**src/rtl/board_arb_pkg.sv**
```systemverilog
// Shared definitions for the board RAM arbiter: default RAM geometry,
// the arbiter FSM state type and a one-hot decode helper.
package board_arb_pkg;

    localparam int BOARD_ADDR_W = 5;
    localparam int BOARD_DATA_W = 10;

    typedef enum logic {
        IDLE = 1'b0,
        BUSY = 1'b1
    } arb_state_t;

    // One-hot decode of a requester index (up to 8 requesters).
    function automatic logic [7:0] onehot(input logic [2:0] idx);
        logic [7:0] v;
        v      = 8'd0;
        v[idx] = 1'b1;
        return v;
    endfunction

endpackage

```
**src/rtl/board_ram_arbiter_rr_picker.sv**
```systemverilog
// Combinational find-first-set over the request vector, starting at a
// pointer and wrapping around. With fixed_prio set the search always
// starts at bit 0, giving plain lowest-index priority.
module rr_picker #(
    parameter int N_REQ = 3,
    parameter int IDX_W = $clog2(N_REQ)
) (
    input  logic [N_REQ-1:0] req,
    input  logic [IDX_W-1:0] start,
    input  logic             fixed_prio,
    output logic [IDX_W-1:0] idx,
    output logic             valid
);

    // Scan offsets from farthest to nearest so the nearest set bit wins.
    always_comb begin
        int               base;
        int               cand;
        logic [IDX_W-1:0] cand_idx;
        base     = fixed_prio ? 0 : int'(start);
        cand     = 0;
        cand_idx = '0;
        idx      = '0;
        valid    = 1'b0;
        for (int i = N_REQ - 1; i >= 0; i--) begin
            cand = base + i;
            if (cand >= N_REQ) begin
                cand = cand - N_REQ;
            end
            cand_idx = IDX_W'(cand);
            if (req[cand_idx]) begin
                idx   = cand_idx;
                valid = 1'b1;
            end
        end
    end

endmodule

```
**src/rtl/board_ram_arbiter.sv**
```systemverilog
// Board RAM arbiter: shares the single port of the game-board RAM between
// N_REQ requesters using round-robin selection with a bounded burst.
// Build option: define BOARD_ARB_FIXED_PRIO_EN to make the idle pick use
// lowest-index priority instead of round-robin (same ports and timing).
module board_ram_arbiter
    import board_arb_pkg::*;
#(
    parameter int N_REQ     = 3,
    parameter int ADDR_W    = BOARD_ADDR_W,
    parameter int DATA_W    = BOARD_DATA_W,
    parameter int MAX_BURST = 4
) (
    input  logic                      clk_i,
    input  logic                      rst_n,
    input  logic [N_REQ-1:0]          req_i,
    input  logic [N_REQ-1:0]          we_i,
    input  logic [N_REQ*ADDR_W-1:0]   addr_i,
    input  logic [N_REQ*DATA_W-1:0]   wdata_i,
    output logic [N_REQ-1:0]          gnt_o,
    output logic [N_REQ-1:0]          rvalid_o,
    output logic [DATA_W-1:0]         rdata_o,
    output logic                      ram_we_o,
    output logic [ADDR_W-1:0]         ram_addr_o,
    output logic [DATA_W-1:0]         ram_wdata_o,
    input  logic [DATA_W-1:0]         ram_rdata_i
);

    localparam int IDX_W   = $clog2(N_REQ);
    localparam int BURST_W = (MAX_BURST > 1) ? $clog2(MAX_BURST) : 1;
    localparam logic [IDX_W-1:0]   LAST_IDX  = IDX_W'(N_REQ - 1);
    localparam logic [BURST_W-1:0] BURST_TOP = BURST_W'(MAX_BURST - 1);

`ifdef BOARD_ARB_FIXED_PRIO_EN
    localparam logic FIXED_PRIO = 1'b1;
`else
    localparam logic FIXED_PRIO = 1'b0;
`endif

    arb_state_t         state_reg,  state_next;
    logic [IDX_W-1:0]   owner_reg,  owner_next;
    logic [IDX_W-1:0]   last_reg,   last_next;
    logic [BURST_W-1:0] burst_reg,  burst_next;
    logic [N_REQ-1:0]   rvalid_reg, rvalid_next;

    logic [ADDR_W-1:0]  addr_arr  [N_REQ];
    logic [DATA_W-1:0]  wdata_arr [N_REQ];
    logic [7:0]         owner_oh8;
    logic [N_REQ-1:0]   owner_oh;
    logic [IDX_W-1:0]   start_ptr;
    logic [IDX_W-1:0]   pick_idx;
    logic               pick_valid;
    logic               access;
    logic               others_waiting;

    // Unpack the per-requester address and write-data slices.
    for (genvar gi = 0; gi < N_REQ; gi++) begin : g_slice
        assign addr_arr[gi]  = addr_i[gi*ADDR_W +: ADDR_W];
        assign wdata_arr[gi] = wdata_i[gi*DATA_W +: DATA_W];
    end

    assign owner_oh8      = onehot(3'(owner_reg));
    assign owner_oh       = owner_oh8[N_REQ-1:0];
    assign start_ptr      = (last_reg == LAST_IDX) ? '0 : last_reg + 1'b1;
    assign access         = (state_reg == BUSY) && req_i[owner_reg];
    assign others_waiting = |(req_i & ~owner_oh);

    rr_picker #(
        .N_REQ (N_REQ),
        .IDX_W (IDX_W)
    ) u_picker (
        .req        (req_i),
        .start      (start_ptr),
        .fixed_prio (FIXED_PRIO),
        .idx        (pick_idx),
        .valid      (pick_valid)
    );

    // Next-state logic: pick an owner in IDLE, count and release bursts in BUSY.
    always_comb begin
        state_next  = state_reg;
        owner_next  = owner_reg;
        last_next   = last_reg;
        burst_next  = burst_reg;
        rvalid_next = '0;
        case (state_reg)
            IDLE: begin
                if (pick_valid) begin
                    owner_next = pick_idx;
                    burst_next = '0;
                    state_next = BUSY;
                end
            end
            BUSY: begin
                if (!req_i[owner_reg]) begin
                    last_next  = owner_reg;
                    state_next = IDLE;
                end else begin
                    if (!we_i[owner_reg]) begin
                        rvalid_next = owner_oh;
                    end
                    if (burst_reg == BURST_TOP) begin
                        // Saturate while alone; hand over once someone waits.
                        if (others_waiting) begin
                            last_next  = owner_reg;
                            state_next = IDLE;
                        end
                    end else begin
                        burst_next = burst_reg + 1'b1;
                    end
                end
            end
            default: state_next = IDLE;
        endcase
    end

    // State registers; reset also drops any read still in flight.
    always_ff @(posedge clk_i) begin
        if (!rst_n) begin
            state_reg  <= IDLE;
            owner_reg  <= '0;
            last_reg   <= LAST_IDX;
            burst_reg  <= '0;
            rvalid_reg <= '0;
        end else begin
            state_reg  <= state_next;
            owner_reg  <= owner_next;
            last_reg   <= last_next;
            burst_reg  <= burst_next;
            rvalid_reg <= rvalid_next;
        end
    end

    assign gnt_o       = (state_reg == BUSY) ? owner_oh : '0;
    assign ram_we_o    = access && we_i[owner_reg];
    assign ram_addr_o  = access ? addr_arr[owner_reg]  : '0;
    assign ram_wdata_o = access ? wdata_arr[owner_reg] : '0;
    assign rvalid_o    = rvalid_reg;
    assign rdata_o     = (|rvalid_reg) ? ram_rdata_i : '0;

endmodule

```
**config.mk**
```make
export PLATFORM = sky130hd
export DESIGN_NAME = board_ram_arbiter
export DESIGN_NICKNAME = d
export VERILOG_FILES = /design/src/rtl/board_arb_pkg.sv /design/src/rtl/board_ram_arbiter_rr_picker.sv /design/src/rtl/board_ram_arbiter.sv
export SDC_FILE = /design/constraint.sdc
export NUM_CORES = 1
export LEC_CHECK = 0
export CORE_MARGIN = 3
export CORE_UTILIZATION = 30
export DETAILED_ROUTE_END_ITERATION = 8
export HOLD_SLACK_MARGIN = 0.12
export PLACE_DENSITY = 0.8
export REMOVE_ABC_BUFFERS = 1
export SLEW_MARGIN = 20
export SYNTH_ARGS = -nofsm -noshare
export SYNTH_HDL_FRONTEND = slang
export SYNTH_SLANG_ARGS = --single-unit
```
**constraint.sdc**
```tcl
create_clock -name clk_i -period 2.9 [get_ports clk_i]
set_clock_uncertainty 0.15 [all_clocks]
set_input_delay 0.87 -clock clk_i [delete_from_list [all_inputs] [get_ports clk_i]]
set_output_delay 0.87 -clock clk_i [all_outputs]
set_load 0.01 [all_outputs]
```
==> results.sh <==
export IMPL_pwr_share_comb=0.510
export IMPL_clock_fmax_ghz=0.353
export IMPL_drv_slew=0
export IMPL_nets=316
export IMPL_root_buffer="clkbuf_4"
export IMPL_vias=1440
export IMPL_wire_per_inst_um=13.5
export IMPL_min_from="burst_reg[1]"
export IMPL_worst_pin_slew_ps=561
export IMPL_total_power_uw=500
export IMPL_core_area_sq_mm=0.00313
export IMPL_htree_levels=1
export IMPL_ys_ff_latch=10
export IMPL_post_route_min_period_ps=2830
export IMPL_rows=20
export IMPL_dp_slack_ps=-761
export IMPL_grt_max_degree=21
export IMPL_power_frac_clock=0.183
export IMPL_power_ir_vdd_worst_mv=0.264
export IMPL_instances_no_fill=294
export IMPL_maxSlewHeadroom=0.623
export IMPL_cts_num_sinks=10
export IMPL_hpwl_mm=3.17
export IMPL_n_antenna_cell=0
export IMPL_crit_arrival_ps=1810
export IMPL_first_iter_violations=49
export IMPL_ant_nets=0
export IMPL_setup_violations=0
export IMPL_cap_violations=0
export IMPL_pwr_share_seq=0.307
export IMPL_drive_gt1_frac=0.196
export IMPL_largest_reg_flops=3
export IMPL_synth_edf_count=0
export IMPL_chipWidth_um=63.8
export IMPL_r2r_slack_ps=1020
export IMPL_hold_path_class="flop to flop"
export IMPL_clock_path_buffers=2
export IMPL_synth_warnings=0
export IMPL_antenna_found_initial=0
export IMPL_cts_buffers=3
export IMPL_cts_hold_buf=0
export IMPL_path_class="primary input to output pin"
export IMPL_die_y_um=63.8
export IMPL_insertion_delay_ps=260
export IMPL_netlist_instances=147
export IMPL_via_per_inst=4.90
export IMPL_gr_total_overflow=0
export IMPL_grt_pass1_vias=1357
export IMPL_avgSynthCellArea_sq_um=6.82
export IMPL_holdPathEnd="burst_reg[1]"
export IMPL_min_path_cells=2
export IMPL_dieArea_sq_mm=0.00407
export IMPL_grt_pass1_wl_mm=6.54
export IMPL_switching_share=0.312
export IMPL_cp_end_kind="output pin"
export IMPL_critical_path_max_fanout=2
export IMPL_required_ps=1880
export IMPL_powerDensity_mw_per_mm2=246
export IMPL_initial_core_util=0.320
export IMPL_rr_worst_depth=6
export IMPL_area_delta_synth_final_pct=103
export IMPL_track_usage=0.195
export IMPL_ioPinCount=95
export IMPL_layout_commonest_cell="clkdlybuf4s50_1"
export IMPL_place_inst=288
export IMPL_synth_cell_types=30
export IMPL_r2r_start="owner_reg[0]"
export IMPL_wirelength_mm=3.96
export IMPL_layout_common_cells="61 x clkdlybuf4s50_1, 27 x nor2_1, 21 x a21oi_1, 16 x mux2i_1, 16 x buf_2"
export IMPL_finalInstanceArea_sq_mm=0.00203
export IMPL_power_internal_uw=344
export IMPL_synthFlopType="dfxtp_1"
export IMPL_portBuffers=94
export IMPL_synthArstFlopShare=0
export IMPL_synthesis_area_sq_mm=0.00100
export IMPL_yosysSeqAreaShare=0.200
export IMPL_place_congestion=0.861
export IMPL_dpl_cell_area_sq_mm=0.00205
export IMPL_fin_crit_sh=0.976
export IMPL_startpoint_type="primary input"
export IMPL_cts_tree="built"
export IMPL_status="finished clean"
export IMPL_p_leak_uw=0.000909
export IMPL_fillers=308
export IMPL_first_pass_iters=4
export IMPL_drcViolationCount=0
export IMPL_clk_pin_slew_ps=60
export IMPL_worstReg2RegEnd="rvalid_o[0]"
export IMPL_setup_slack_ps=69.6
export IMPL_hold_viol=0
export IMPL_power_switching_uw=156
-- timing repair --
item	in CTS	in global routing
gates cloned	1	0
pin swaps	4	3
buffers inserted	1	1
endpoints found under the hold margin	0	0
endpoints found under the setup margin	26	17
resized for setup	88	13
-- cell type report --
type,count,area [sq um],area share
flip-flops and latches,10,201,0.0990
repair buffers,111,982,0.483
multi-input cells,122,758,0.373
clock buffers,3,22.5,0.0111
well taps,44,55.1,0.0271
inverters,4,15.0,0.00738
-- kinds of logic (layout without fill, tap and decap cells) --
kind of cell             count (synthesis)  after routing  synth area share
AO/OA/AOI/OAI                           40             40             0.230
adder cells (fa/ha/maj)                  1              1            0.0125
buffers and inverters                   15            118            0.0637
flip-flops                              10             10             0.200
multiplexers                            17             17             0.170
AND/OR/NAND/NOR                         64             64             0.325
-- worst max-delay path by stage --
stage / from / endpoint / slack [ps] / depth (start not counted)
after global placement: req_i[1] / ram_wdata_o[2] / -740 / 7
after CTS: we_i[1] / ram_we_o / 4 / 5
after detailed placement: req_i[1] / ram_addr_o[2] / -760 / 7
final: we_i[2] / ram_we_o / 70 / 4
after floorplan: owner_reg[0] / ram_addr_o[0] / -80 / 4
after global routing: wdata_i[14] / ram_wdata_o[4] / -10 / 6
-- routing by layer --
| layer | track usage | vias to the layer above | wire (um) |
|---|---|---|---|
| li1 | - | 721 | - |
| met1 | 0.226 | 647 | 1600 |
| met2 | 0.364 | 68 | 2020 |
| met3 | 0.0598 | 4 | 318 |
| met4 | 0.0135 | 0 | 31 |
| met5 | 0 | - | 0 |
-- power groups by stage --
stage / registers [uW] / clock network [uW] / logic (uW)
3_3_place_gp: 155 / 0 / 255
3_5_place_dp: 156 / 0 / 259
2_1_floorplan: 162 / 0 / 90.7
5_1_grt: 155 / 101 / 279
4_1_cts: 153 / 95.8 / 252
6_report: 154 / 91.7 / 255
-- synthesized netlist by cell type, types with 2 or more instances --
| cell | n | area share |
|---|---|---|
| clkbuf_1 | 6 | 0.022 |
| o21ai_0 | 8 | 0.040 |
| inv_1 | 4 | 0.015 |
| nand3_1 | 2 | 0.010 |
| nor2_1 | 31 | 0.12 |
| mux2i_1 | 17 | 0.17 |
| nand3b_1 | 3 | 0.022 |
| dfxtp_1 | 10 | 0.20 |
| buf_2 | 3 | 0.015 |
| nor2b_1 | 14 | 0.087 |
| a21oi_1 | 21 | 0.10 |
| o211ai_1 | 2 | 0.015 |
| nor3_1 | 7 | 0.035 |
| o21a_1 | 3 | 0.022 |
-- metrics by stage --
step	utilization	hold slack (ps)	TNS [ps]
final	0.650	340	0
after global routing	0.650	386	-14.3
after CTS	0.645	341	0
after detailed placement	0.657	332	-12750
after global placement	0.657	328	-12310
after floorplan	-	311	-1250
-- worst max-delay path, stage by stage --
cell and delay, ps:
clkdlybuf4s50_1 490, o2bb2ai_1 140, and3_1 180, buf_2 130
Power figures use the tool's default switching activity.
